File: src/rtl/param_commit_ctrl.sv
// param_commit_ctrl: stages host parameter words per slot and commits all staged slots atomically on a simulation tick
module param_commit_ctrl #(
  parameter int NSLOT = 16,
  parameter int W = 32,
  parameter logic [NSLOT*W-1:0] RESET_VALS = '0
) (
  input  logic               clk,
  input  logic               reset,
  input  logic [NSLOT-1:0]   trig,
  input  logic [W-1:0]       data_in,
  input  logic               tick,
  input  logic               hold,
  output logic [NSLOT*W-1:0] params_flat,
  output logic [NSLOT-1:0]   pending,
  output logic               update_strobe,
  output logic [NSLOT-1:0]   update_mask,
  output logic [7:0]         overrun_cnt
);
  typedef enum logic [1:0] {IDLE, PENDING, STROBE} state_t;
  state_t state, state_nxt;
  logic [W-1:0] stage [NSLOT];
  logic commit, overrun;
  logic [NSLOT-1:0] pending_nxt;
  assign commit = state == PENDING && tick && !hold;
  assign overrun = !commit && |(trig & pending);
  assign pending_nxt = commit ? trig : pending | trig;
  always_ff @(posedge clk)
    if (reset) state <= IDLE;
    else state <= state_nxt;
  always_comb state_nxt = commit ? STROBE : |pending_nxt ? PENDING : IDLE;
  always_comb update_strobe = state == STROBE;
  always_ff @(posedge clk)
    if (reset) begin
      for (int i = 0; i < NSLOT; i++) stage[i] <= RESET_VALS[i*W +: W];
      params_flat <= RESET_VALS;
      pending <= '0;
      update_mask <= '0;
      overrun_cnt <= '0;
    end else begin
      for (int i = 0; i < NSLOT; i++) begin
        if (trig[i]) stage[i] <= data_in;
        if (commit && pending[i]) params_flat[i*W +: W] <= stage[i];
      end
      pending <= pending_nxt;
      if (commit) update_mask <= pending;
      if (overrun && overrun_cnt != 8'hFF) overrun_cnt <= overrun_cnt + 8'd1;
    end
endmodule
File: config.mk
export PLATFORM = sky130hd
export DESIGN_NAME = param_commit_ctrl
export DESIGN_NICKNAME = d
export VERILOG_FILES = /design/src/rtl/param_commit_ctrl.sv
export SDC_FILE = /design/constraint.sdc
export NUM_CORES = 2
export LEC_CHECK = 0
export CAP_MARGIN = 20
export CORE_MARGIN = 2
export CORE_UTILIZATION = 45
export CTS_CLUSTER_SIZE = 24
export DETAILED_ROUTE_END_ITERATION = 6
export GPL_TIMING_DRIVEN = 0
export PLACE_DENSITY = 0.69
export SLEW_MARGIN = 15
export SYNTH_ARGS = -nofsm -noshare
export SYNTH_HDL_FRONTEND = slang
export SYNTH_SLANG_ARGS = --single-unit
export TNS_END_PERCENT = 10
File: constraint.sdc
create_clock -name clk -period 5.1 [get_ports clk]
set_clock_uncertainty 0.1 [all_clocks]
set_input_delay 0.765 -clock clk [delete_from_list [all_inputs] [get_ports clk]]
set_output_delay 0.765 -clock clk [all_outputs]
set_load 0.02 [all_outputs]
==> impl_metrics.env <==
export IMPL_worstHoldPathCells=2
export IMPL_overflow=0
export IMPL_via_count=27300
export IMPL_cp_end_kind="flop"
export IMPL_final_area_sq_um=48500
export IMPL_cpPeakStageDelay_ns=0.57
export IMPL_setup_viol=0
export IMPL_cts_tree="yes"
export IMPL_grt_max_degree=33
export IMPL_die_x_um=291
export IMPL_totalWireLength_um=125000
export IMPL_drt_iter0_markers=2216
export IMPL_grt_pass1_vias=26000
export IMPL_cp_max_fo=11
export IMPL_critPathRequiredTime_ns=5.49
export IMPL_cts_setup_buffers=0
export IMPL_async_flop_share_pct=0
export IMPL_cp_arrival_ns=4.04
export IMPL_yosys_warnings=0
export IMPL_drive_gt1_share_pct=8.11
export IMPL_num_rows=105
export IMPL_cts_root_buf="clkbuf_16"
export IMPL_clock_sinks=1066
export IMPL_start_util_pct=45.3
export IMPL_start_kind="input pin"
export IMPL_n_fill_cell=6834
export IMPL_numCtsBuffers=105
export IMPL_ys_types=35
export IMPL_yosysSeqAreaShare_pct=71.2
export IMPL_htreeDepth=3
export IMPL_clock_latency_ns=0.67
export IMPL_area_growth_pct=30.6
export IMPL_finalNetCount=4167
export IMPL_peakVddDrop_v=0.000266
export IMPL_leakage_nw=17.1
export IMPL_track_usage_pct=28.9
export IMPL_via_per_inst=5.16
export IMPL_whs_endpoint="params_flat[425]$_SDFFE_PP0P_"
export IMPL_postCtsHoldBufs=0
export IMPL_r2r_end="params_flat[312]$_SDFFE_PP0P_"
export IMPL_syn_area_sq_um=37200
export IMPL_holdCritStartpoint="params_flat[425]$_SDFFE_PP0P_"
export IMPL_first_pass_iters=7
export IMPL_die_area_sq_um=84900
export IMPL_dieHeight_um=291
export IMPL_cp_common_cell="buf_2"
export IMPL_hp_class="flop to flop"
export IMPL_fp_coreArea_sq_um=82000
export IMPL_critPathKind="input pin to flop"
export IMPL_wire_per_inst_um=23.7
export IMPL_drc=0
export IMPL_final_min_clock_period_ns=3.65
export IMPL_clkTransAtPathRegs_ns=0.06
export IMPL_ff2ff_setup_slack_ns=1.73
export IMPL_critical_path_cell_chain="clkdlybuf4s50_1 > nor4bb_1 > buf_2 > buf_2 > buf_2 > nand2_1 > buf_2 > nand2_1 > a21oi_1"
export IMPL_finalCritPeriodShare_pct=71.5
export IMPL_finalMaxSlewViolations=0
export IMPL_final_common_cell="nand2_1"
export IMPL_place_congestion=0.820
export IMPL_fmax_mhz=274
export IMPL_rsz0062_at_grt="no"
export IMPL_postRouteAntennaNets=0
export IMPL_rr_startpoint="state[1]$_SDFF_PP0_"
export IMPL_p_per_area_nw_per_um2=373
export IMPL_port_buffers=603
export IMPL_relSlewSlack_pct=25.5
export IMPL_ys_flop_type="dfxtp_1"
export IMPL_antenna_found_initial=17
export IMPL_cts_buffer_depth=3
export IMPL_ios=605
export IMPL_dp_cells=5077
export IMPL_tns_ns=0
export IMPL_synthesis_nets=3435
export IMPL_status="finished clean"
export IMPL_mostFrequentLayoutCells="nand2_1, clkdlybuf4s50_1, dfxtp_1"
export IMPL_place_area_sq_um=45200
export IMPL_post_cts_resized=0
export IMPL_finalHoldViolCount=0
export IMPL_worst_pin_slew_ns=1.12
export IMPL_post_dp_hpwl_um=90700
export IMPL_synth_edff_count=512
export IMPL_grt_pass1_wl_um=177000
export IMPL_maxCapViolCount=0
export IMPL_synth_ff_latch_count=1066
export IMPL_avgSynthCellArea_sq_um=11.0
export IMPL_critPathSlowestCell="nor4bb_1"
export IMPL_fin_cells=5286
export IMPL_synthCells=3382
export IMPL_ff2ff_path_depth=8
[cell usage after synthesis, drive strengths merged (2+ instances only)]
master / number / area share, %
a22o: 4 / 0.094
nor2b: 37 / 0.62
dfxtp: 554 / 30
nand3: 3 / 0.040
nand4: 3 / 0.051
clkbuf: 131 / 1.3
and2: 336 / 5.7
inv: 2 / 0.020
nand2: 1060 / 11
nor2: 25 / 0.25
a221oi: 4 / 0.094
or2: 17 / 0.29
edfxtp: 512 / 41
buf: 119 / 1.6
mux2: 4 / 0.12
nor3: 2 / 0.027
a21oi: 546 / 7.4
nor4: 8 / 0.13
or4: 2 / 0.040
[worst max-delay path, delay by kind of cell]
kind            cells  cell delay, ns
compound gates      1            0.07
simple gates        3            0.95
buf+inv             5            2.25
[through the flow]
| step | hold slack (ns) | worst slack [ns] | util [%] | power (W) |
|---|---|---|---|---|
| finish | 0.353 | 1.45 | 59.2 | 0.0181 |
| detailed placement | 0.346 | 0.795 | 55.1 | 0.0108 |
| global route | 0.367 | 1.36 | 59.2 | 0.0186 |
| floorplan | 0.371 | 2.43 | - | 0.0102 |
| global placement | 0.341 | 0.767 | 54.3 | 0.0107 |
| CTS | 0.354 | 1.46 | 59.2 | 0.0182 |
[power breakdown]
part,leakage (nW),internal [W],switching [W],total (W)
registers,9.95,0.00941,0.000161,0.00958
logic,5.48,0.000336,0.000702,0.00104
clock network,1.63,0.00420,0.00328,0.00748
total,17.1,0.0139,0.00414,0.0181
[layout make-up]
class | count | area, sq um | share of cell area [%]
clock buffers | 157 | 2970 | 6.13
diodes | 13 | 32.5 | 0.0670
clock inverters | 39 | 333 | 0.686
inverters | 2 | 7.51 | 0.0155
flip-flops and latches | 1066 | 26500 | 54.5
plain buffers | 250 | 1130 | 2.33
well taps | 1070 | 1340 | 2.76
multi-input cells | 2064 | 9600 | 19.8
repair buffers | 625 | 6640 | 13.7
[kinds of logic after synthesis]
group | Yosys count | share of synthesized area, %
multiplexers | 5 | 0.148
flip-flops | 1066 | 71.2
adder cells (fa/ha/maj) | 1 | 0.0337
buffers and inverters | 252 | 2.95
AND/OR/NAND/NOR | 1500 | 18.0
AO/OA/AOI/OAI | 558 | 7.64
[routing by layer]
layer | GRT usage (%) | vias up | share of wire [%]
li1 | - | 12700 | -
met1 | 36.8 | 13200 | 39
met2 | 46.9 | 1105 | 47
met3 | 6.85 | 212 | 9.1
met4 | 13.0 | 0 | 4.3
met5 | 0 | - | 0
[flip-flops by register name (all words and copies together), names as in the netlist]
| signal | count |
|---|---|
| params_flat | 512 |
| stage | 512 |
| pending | 16 |
| update_mask | 16 |
| overrun_cnt | 8 |
| state | 2 |
[worst max-delay path by stage]
stage,startpoint,depth (start not counted),to
5_1_grt,tick,9,params_flat[274]$_SDFFE_PP0P_
6_report,tick,9,params_flat[312]$_SDFFE_PP0P_
2_1_floorplan,reset,5,stage[2][0]$_SDFFCE_PN0P_
3_3_place_gp,tick,9,params_flat[220]$_SDFFE_PP0P_
3_5_place_dp,tick,9,params_flat[218]$_SDFFE_PP0P_
4_1_cts,tick,9,params_flat[311]$_SDFFE_PP0P_
Note: power is estimated with default switching activity, not from simulation.
